==> src/rtl/riscv_pkg.sv <==
// -----------------------------------------------------------------------------
// riscv_pkg
// Shared definitions for the 5-stage RISC-V core: default address/data widths
// and the state encoding of the unified memory port arbiter.
// No ports (package).
// -----------------------------------------------------------------------------
package riscv_pkg;

    localparam int DEFAULT_ADDR_WIDTH = 32;
    localparam int DEFAULT_DATA_WIDTH = 32;

    // IDLE picks the next transaction, I_WAIT/D_WAIT hold an issued
    // instruction fetch or data access until the memory acknowledges it.
    typedef enum logic [1:0] {
        IDLE   = 2'd0,
        I_WAIT = 2'd1,
        D_WAIT = 2'd2
    } arb_state_e;

endpackage

==> src/rtl/fetch_buffer.sv <==
// -----------------------------------------------------------------------------
// fetch_buffer
// Holds the most recently fetched instruction word for the Decode stage, along
// with its valid flag and the squash flag that marks an in-flight fetch as dead
// after a taken branch/jump.
// Ports:
//   clk, rst_n      clock, synchronous active-low reset
//   startFetch_i    arbiter is issuing a new fetch this cycle
//   inFetch_i       arbiter is waiting on an instruction fetch
//   fetchAck_i      memory acknowledged the outstanding instruction fetch
//   rdata_i         memory read data
//   holdF_i         hazard unit is stalling F, keep the word
//   redirect_i      taken branch/jump in E
//   stallMemM_i     data access still pending, D is frozen
//   iValid_o        instr_o holds an unconsumed instruction
//   instr_o         buffered instruction word
// -----------------------------------------------------------------------------
module fetch_buffer #(
    parameter int DATA_WIDTH = riscv_pkg::DEFAULT_DATA_WIDTH
) (
    input  logic                  clk,
    input  logic                  rst_n,
    input  logic                  startFetch_i,
    input  logic                  inFetch_i,
    input  logic                  fetchAck_i,
    input  logic [DATA_WIDTH-1:0] rdata_i,
    input  logic                  holdF_i,
    input  logic                  redirect_i,
    input  logic                  stallMemM_i,
    output logic                  iValid_o,
    output logic [DATA_WIDTH-1:0] instr_o
);
    import riscv_pkg::*;

    logic                  iValid_q, iValid_d;
    logic                  squash_q, squash_d;
    logic [DATA_WIDTH-1:0] instr_q, instr_d;

    // A redirect kills both the buffered word and any response still in
    // flight; a response arriving in the same cycle as the redirect is
    // dropped too. The word is consumed once D can advance.
    always_comb begin
        iValid_d = iValid_q;
        squash_d = squash_q;
        instr_d  = instr_q;

        if (startFetch_i) begin
            squash_d = 1'b0;
        end else if (inFetch_i && redirect_i) begin
            squash_d = 1'b1;
        end

        if (redirect_i) begin
            iValid_d = 1'b0;
        end else if (fetchAck_i && !squash_q) begin
            instr_d  = rdata_i;
            iValid_d = 1'b1;
        end else if (iValid_q && !holdF_i && !stallMemM_i) begin
            iValid_d = 1'b0;
        end
    end

    always_ff @(posedge clk) begin
        if (!rst_n) begin
            iValid_q <= 1'b0;
            squash_q <= 1'b0;
            instr_q  <= '0;
        end else begin
            iValid_q <= iValid_d;
            squash_q <= squash_d;
            instr_q  <= instr_d;
        end
    end

    assign iValid_o = iValid_q;
    assign instr_o  = instr_q;

endmodule

==> src/rtl/mem_port_arbiter.sv <==
// -----------------------------------------------------------------------------
// mem_port_arbiter
// Shares one single-port unified memory between the Fetch and Memory stages.
// One transaction is outstanding at a time; data accesses win over fetches
// because they belong to an older instruction. Generates the memory stall
// signals that the hazard unit merges into its own stall/flush controls.
// Ports:
//   clk, rst_n                 clock, synchronous active-low reset
//   PC_F, HoldF, Redirect_E    fetch address, F stall from hazard unit, branch
//   MemRead_M, MemWrite_M      data access request from M
//   ALUResult_M, WriteData_M   data address and store data
//   Instr_F, ReadData_M        fetched instruction, load data
//   StallMem_F, StallMem_M     fetch / data access not yet complete
//   mem_req, mem_we, mem_addr, mem_wdata, mem_rdata, mem_ack   memory port
// -----------------------------------------------------------------------------
module mem_port_arbiter #(
    parameter int ADDR_WIDTH = riscv_pkg::DEFAULT_ADDR_WIDTH,
    parameter int DATA_WIDTH = riscv_pkg::DEFAULT_DATA_WIDTH
) (
    input  logic                  clk,
    input  logic                  rst_n,
    input  logic [ADDR_WIDTH-1:0] PC_F,
    input  logic                  HoldF,
    input  logic                  Redirect_E,
    input  logic                  MemRead_M,
    input  logic                  MemWrite_M,
    input  logic [ADDR_WIDTH-1:0] ALUResult_M,
    input  logic [DATA_WIDTH-1:0] WriteData_M,
    output logic [DATA_WIDTH-1:0] Instr_F,
    output logic [DATA_WIDTH-1:0] ReadData_M,
    output logic                  StallMem_F,
    output logic                  StallMem_M,
    output logic                  mem_req,
    output logic                  mem_we,
    output logic [ADDR_WIDTH-1:0] mem_addr,
    output logic [DATA_WIDTH-1:0] mem_wdata,
    input  logic [DATA_WIDTH-1:0] mem_rdata,
    input  logic                  mem_ack
);
    import riscv_pkg::*;

    arb_state_e            state_q, state_d;
    logic                  dataReq;
    logic                  startData;
    logic                  startFetch;
    logic                  iValid;
    logic                  dDone_q, dDone_d;
    logic                  we_q, we_d;
    logic [ADDR_WIDTH-1:0] addr_q, addr_d;
    logic [DATA_WIDTH-1:0] wdata_q, wdata_d;
    logic [DATA_WIDTH-1:0] rdata_q, rdata_d;

    assign dataReq = MemRead_M | MemWrite_M;

    always_ff @(posedge clk) begin
        if (!rst_n) begin
            state_q <= IDLE;
        end else begin
            state_q <= state_d;
        end
    end

    // dDone_q marks the single cycle in which M sees its access complete, so
    // the same still-asserted request is not issued a second time.
    always_comb begin
        state_d    = state_q;
        startData  = 1'b0;
        startFetch = 1'b0;
        case (state_q)
            IDLE: begin
                if (dataReq && !dDone_q) begin
                    startData = 1'b1;
                    state_d   = D_WAIT;
                end else if (!iValid) begin
                    startFetch = 1'b1;
                    state_d    = I_WAIT;
                end
            end
            I_WAIT: begin
                if (mem_ack) begin
                    state_d = IDLE;
                end
            end
            D_WAIT: begin
                if (mem_ack) begin
                    state_d = IDLE;
                end
            end
            default: state_d = IDLE;
        endcase
    end

    // The memory port is fed only from these latched copies, so pipeline
    // inputs changing mid-transaction never disturb an issued access.
    always_comb begin
        addr_d  = addr_q;
        wdata_d = wdata_q;
        we_d    = we_q;
        rdata_d = rdata_q;
        dDone_d = (state_q == D_WAIT) && mem_ack;
        if (startData) begin
            addr_d  = ALUResult_M;
            wdata_d = WriteData_M;
            we_d    = MemWrite_M;
        end else if (startFetch) begin
            addr_d  = PC_F;
            we_d    = 1'b0;
        end
        if ((state_q == D_WAIT) && mem_ack && !we_q) begin
            rdata_d = mem_rdata;
        end
    end

    always_ff @(posedge clk) begin
        if (!rst_n) begin
            addr_q  <= '0;
            wdata_q <= '0;
            we_q    <= 1'b0;
            rdata_q <= '0;
            dDone_q <= 1'b0;
        end else begin
            addr_q  <= addr_d;
            wdata_q <= wdata_d;
            we_q    <= we_d;
            rdata_q <= rdata_d;
            dDone_q <= dDone_d;
        end
    end

    always_comb begin
        mem_req    = (state_q != IDLE);
        mem_we     = (state_q == D_WAIT) && we_q;
        mem_addr   = addr_q;
        mem_wdata  = wdata_q;
        ReadData_M = rdata_q;
        StallMem_M = dataReq && !dDone_q;
        StallMem_F = !iValid || StallMem_M;
    end

    fetch_buffer #(
        .DATA_WIDTH (DATA_WIDTH)
    ) u_fetch_buffer (
        .clk          (clk),
        .rst_n        (rst_n),
        .startFetch_i (startFetch),
        .inFetch_i    (state_q == I_WAIT),
        .fetchAck_i   ((state_q == I_WAIT) && mem_ack),
        .rdata_i      (mem_rdata),
        .holdF_i      (HoldF),
        .redirect_i   (Redirect_E),
        .stallMemM_i  (StallMem_M),
        .iValid_o     (iValid),
        .instr_o      (Instr_F)
    );

endmodule

==> config.mk <==
export PLATFORM = sky130hd
export DESIGN_NAME = mem_port_arbiter
export DESIGN_NICKNAME = d
export VERILOG_FILES = /design/src/rtl/riscv_pkg.sv /design/src/rtl/fetch_buffer.sv /design/src/rtl/mem_port_arbiter.sv
export SDC_FILE = /design/constraint.sdc
export NUM_CORES = 1
export LEC_CHECK = 0
export ABC_AREA = 1
export BUFFER_PORTS_ARGS = -buffer_cell sky130_fd_sc_hd__buf_2
export CORE_MARGIN = 2
export CORE_UTILIZATION = 50
export CTS_CLUSTER_SIZE = 30
export DETAILED_ROUTE_END_ITERATION = 7
export GPL_TIMING_DRIVEN = 1
export PLACE_DENSITY = 0.88
export REMOVE_ABC_BUFFERS = 1
export SYNTH_ARGS = -nofsm -noshare
export SYNTH_HDL_FRONTEND = slang
export SYNTH_SLANG_ARGS = --single-unit
==> constraint.sdc <==
create_clock -name clk -period 3.65 [get_ports clk]
set_input_delay 0.1825 -clock clk [delete_from_list [all_inputs] [get_ports clk]]
set_output_delay 0.1825 -clock clk [all_outputs]
set_load 0.1 [all_outputs]
; After elaboration in Yosys (flattened, before gate mapping)
; Index checks and enable logic that the tools add are counted.
; W data, S select, Z words.
[totals]
latchBits = 0
memories = 0
reg_bits = 134
out_inout_bits = 132
rom_bits = 0
ram_bits = 0
inputBits = 135
[classes]
multipliers = 0
shift = 0
order_cmp = 0
div = 0
muxes = 15
eq_ne = 4
addsub = 0
n_bitwise = 3
reduce_logical = 25
[ops]
columns = op, count
row1 = $mux W32, 2
row2 = $logic_and A1 B1 Y1, 9
row3 = $mux W1, 9
row4 = $logic_not A1 Y1, 6
row5 = $mux W2, 3
row6 = $reduce_bool A2 Y1, 3
row7 = $reduce_or A2 Y1, 3
row8 = $pmux W2 S2, 1
row9 = $reduce_and A2 Y1, 2
row10 = $ne A3 B2 Y1 const B, 1
row11 = $eq A2 B1 Y1 const B, 1
row12 = $eq A2 B2 Y1 const B, 1
row13 = $logic_not A2 Y1, 1
row14 = $ne A2 B1 Y1 const B, 1
row15 = $not A1 Y1, 2
row16 = $logic_or A1 B1 Y1, 1
row17 = $or A1 B1 Y1, 1

; Depth between registers and ports, before layout
[logic_depth]
ltp_word = 6
mapped_depth = 9
depth_no_buf = 7

; Modules after synthesis
; From an unflattened synthesis, not the netlist that was laid out.
[unflattened]
cells_unflattened = 805
hier_area_um2 = 5636.7
[by_module_without_submodules]
columns = mod, cells_per_inst, seq_area_each_um2, n_inst, area_each_um2
row1 = mem_port_arbiter, 592, 2001.9, 1, 4224.1
row2 = fetch_buffer, 213, 680.7, 1, 1412.6

; Worst setup path before layout
; No wires, ideal clock.
[synth_path]
path_kind = register -> register
startpoint = reg state_q[0]
endpoint = reg u_fetch_buffer.squash_q
n_path_buf = 0
setup_ps = 120
slack_ps = 2057
arrival_ps = 1473
period_less_slack_ps = 1593
path_stages_with_launch = 6
cell_sequence = dfxtp_1 inv_1 ha_1 inv_1 o31ai_1 inv_1
[synth_via]
elab_chain_cells = 3
elab_cells_between_ends = 5
cone_classes = 1 x eq/ne / 1 x mux / 3 x reduce/logical
[synth_rtl]
columns = item, line
row1 = start: declaration, mem_port_arbiter.sv:42  ; arb_state_e state_q, state_d;
row2 = start signal: assignment, mem_port_arbiter.sv:59  ; state_q <= state_d;
row3 = $logic_not A2 Y1, mem_port_arbiter.sv:69  ; case (state_q)
row4 = $mux W1, mem_port_arbiter.sv:69
row5 = $reduce_or A2 Y1 (no line), -
row6 = end signal: assignment, fetch_buffer.sv:70  ; squash_q <= squash_d;
row7 = end: declaration, fetch_buffer.sv:36  ; logic squash_q, squash_d;
; Several ways; a longest one is shown, not always the timed one.
; A chain may end at the register's enable or synchronous reset.

; Worst setup path after layout
[layout_path]
startpoint = reg dDone_q
endpoint = out StallMem_M
[layout_via]
elab_chain_cells = 2
[layout_rtl]
columns = item, line
row1 = start: declaration, mem_port_arbiter.sv:47  ; logic dDone_q, dDone_d;
row2 = start signal: assignment, mem_port_arbiter.sv:126  ; dDone_q <= dDone_d;
row3 = $logic_not A1 Y1, mem_port_arbiter.sv:136  ; StallMem_M = dataReq && !dDone_q;
row4 = $logic_and A1 B1 Y1, mem_port_arbiter.sv:136
row5 = end: declaration, mem_port_arbiter.sv:32  ; output logic StallMem_M,
; No other way between the ends.

==> summary.md <==
| Metric | Value |
|---|---|
| Tot GR Track Use | `between 20% and 30%` |
| RSZ-0062 raised after global routing | `false` |
| Nets | `between 1000 and 1500` |
| Outcome | `finished clean` |
| Slew HR | `21.63%` |
| Vias post-DR | `~5700` |
| Slowest cell on the critical path | `buf_2` |
| Post-Place Cells | `about 1200` |
| Hold path depth | `3` |
| Total negative slack | `0 ns` |
| Fillcell total | `between 900 and 1000` |
| Vias in the first global route | `roughly 5300` |
| First-pass GRT wire length | `24.79 mm` |
| Final Setup Violations | `0` |
| CP bufs+invs | `3` |
| DRC violations left | `0` |
| Largest net degree at the start of global routing | `97` |
| Row count | `38` |
| Ys async rst share | `0%` |
| Fin crit share | `between 50% and 60%` |
| CP endpoint kind | `primary output` |
| CTS tree | `built` |
| Hold_sp | `mem_rdata[27]` |
| H-tree depth | `4` |
| Pwr per Cell Area | `roughly 700 mW/mm^2` |
| Crit Path Max Fanout | `34` |
| Synth top area share | `47.39%` |
| Gpl congestion | `0.8604` |
| RR Startpoint | `state_q[0]` |
| Port Buffers | `266` |
| Post-synth EDFFs | `0` |
| DRT antenna net count | `0` |
| CTS Sinks | `134` |
| DRT iter0 DRCs | `318` |
| Slowest stage delay, CP | `0.53 ns` |
| WL final | `14.89 mm` |
| Share of layout cells above drive strength 1 | `roughly a third` |
| Clock Tree Buf Depth | `2` |
| Total congestion overflow | `0` |
| Crit Path Class | `reg2out` |
| Worst Hold Path EP | `ReadData_M[27]` |
| I/O pin total | `267` |
| VDD IR max | `0.3650 mV` |
| Skew-Pair Late Insertion Delay | `0.40 ns` |
| Reg2Reg Depth | `8` |
| Die W | `~110 um` |
| Largest delay share family, worst path | `buffers and inverters` |
| Clock skew | `0.01013 ns` |
| CP Data Arrival Time | `1.89 ns` |
| CTS Buf Count | `17` |
| Hold Path Class | `in2reg` |
| Area delta synth->final | `32.49%` |
| Max Fclk | `a little under 0.5 GHz` |
| Ant. Diodes | `0` |
| #FFs+latches synth | `134` |
| Vias per cell | `4.718` |
| Sequential area share after synthesis | `47.39%` |
| Core area | `0.01094 mm^2` |
| Post-synth cell types | `26` |
| Final non-filler cell total | `1203` |
| Initial antenna violation count | `0` |
| WL per Instance | `12.37 um` |
| Setup Fix Bufs, Post-CTS | `0` |
| DP Wirelength | `10.49 mm` |
| Fin. max-slew vios | `0` |
| Synth warnings | `0` |
| Die ar. | `0.01219 mm^2` |
| Reg2reg setup slack | `between 1.5 and 2 ns` |
| Final Hold Fails | `0` |
| Yosys top cell by area | `dfxtp_1` |
| CP startpoint kind | `flop` |
| Main synth FF type | `dfxtp_1` |
| Minimum clock period | `2.070 ns` |
| Post-synthesis cell area | `0.005660 mm^2` |
| Reg-to-Reg End | `ReadData_M[20]` |
| Critical-path cell list | `inv_1 > o21ai_4 > inv_2 > buf_2` |
| Post-Syn Instances | `~800` |
| Initial Util | `51.76%` |
| Worst Path Required | `between 3 and 4 ns` |
| MaxCap Viol Count | `0` |
| Root Driver | `clkbuf_16` |
| Drt first pass iters | `5` |
| Avg Cell Area, Syn | `7.032 um^2` |
| Worst Max-Slew Pin Slew | `1.174 ns` |
| Worst-path clk slew | `0.07 ns` |
| Synth top area cells | `dfxtp_1 (47%), nand2_1 (12%), nor2_1 (10%), inv_1 (7.4%), o21ai_0 (5.7%)` |
| P_leak | `around 4.2 nW` |
| Die H | `about 110 um` |
## worst reg2reg max path, stage by stage, from the launching register on
cell	delay (ns)
dfxtp_1	0.36
inv_1	0.07
ha_1	0.21
nand2_1	0.10
nor2_2	0.03
buf_4	0.21
inv_1	0.74
nor2_1	0.12
nor2_1	0.14
## layout make-up
cell class	count	area, um^2	area share [%]
repair buffers	272	1379	18.39
multi-input cells	512	2260	30.13
well taps	140	175.2	2.336
clock inverters	13	136.4	1.818
flip-flops and latches	134	2683	35.77
clock buffers	19	442.9	5.906
inverters	113	424.2	5.656
## per-stage QoR
stage	util, %	setup WS [ns]	area (um^2)	hold WS [ns]	total power [W]
finish	68.58	1.580	7500	0.01778	0.005186
floorplan	-	1.195	5364	0.2618	0.003202
CTS	68.58	1.557	7500	0.002670	0.005221
detailed placement	63.19	1.626	6910	0.4086	0.003564
global placement	63.19	1.716	6910	0.4012	0.003547
global route	68.58	1.384	7500	0.008763	0.005415
## report_power, final
| group | internal [W] | total (W) | switching [W] |
|---|---|---|---|
| Combinational | 0.000318 | 0.00185 | 0.00153 |
| Clock | 0.000978 | 0.00165 | 0.000675 |
| Sequential | 0.00161 | 0.00168 | 0.0000697 |
| Total | 0.00291 | 0.00519 | 0.00228 |
## cell usage in the layout, fill, tap and decap left out, types with 3 or more instances in the layout
cell / netlist / routed
nand2_1: 184 / 184
inv_1: 111 / 111
clkbuf_16: 0 / 17
inv_6: 0 / 5
nand2_2: 20 / 20
buf_2: 17 / 266
dfxtp_1: 134 / 134
clkinvlp_4: 0 / 3
nor2_1: 155 / 154
nor2_2: 8 / 9
a21oi_2: 7 / 7
buf_4: 4 / 5
ha_1: 3 / 3
o21ai_0: 64 / 64
a21oi_1: 61 / 61
## routing by layer
| metal | track usage (%) | wire length (um) | vias to the layer above |
|---|---|---|---|
| li1 | - | - | 2913 |
| met1 | 29.01 | 6100 | 2532 |
| met2 | 41.51 | 7540 | 203 |
| met3 | 6.367 | 899 | 28 |
| met4 | 9.083 | 345 | 0 |
| met5 | 0 | 0 | - |
## how the worst max path moves through the flow
stage | from | end | slack [ns] | depth (start not counted)
CTS | dDone_q | StallMem_M | 1.56 | 4
global route | state_q[0] | ReadData_M[7] | 1.38 | 8
detailed placement | state_q[0] | ReadData_M[8] | 1.63 | 8
global placement | state_q[0] | ReadData_M[18] | 1.72 | 8
finish | dDone_q | StallMem_M | 1.58 | 4
floorplan | state_q[0] | state_q[1] | 1.20 | 6
## registers in the layout, summed over array words and instances, names as in the netlist
register                 flops
we_q                         1
u_fetch_buffer.squash_q      1
u_fetch_buffer.iValid_o      1
state_q                      2
u_fetch_buffer.instr_o      32
ReadData_M                  32
dDone_q                      1
mem_wdata                   32
mem_addr                    32
## kinds of logic after synthesis
kind of cell               synth area share (%)
and+or+nand+nor                           26.53
buffers and inverters                     12.73
AOI/OAI and AO/OA                         12.69
DFF                                       47.39
adders and majority gates                0.6632
## cells in the mapped netlist, types with 3 or more instances
cell type    n
o21ai_0     64
a21oi_1     61
nor2_2       8
nand2_2     20
clkbuf_1    17
a21oi_2      7
buf_12       4
buf_4        4
inv_1      111
buf_2       17
buf_6        3
nand2_1    184
ha_1         3
dfxtp_1    134
nor2_1     155
## timing repair
item,CTS,global route
hold buffers,1,0
endpoints found under the hold margin,1,0
gates resized for setup,0,0
endpoints found under the setup margin,0,0
(Power assumes the default switching activity.)
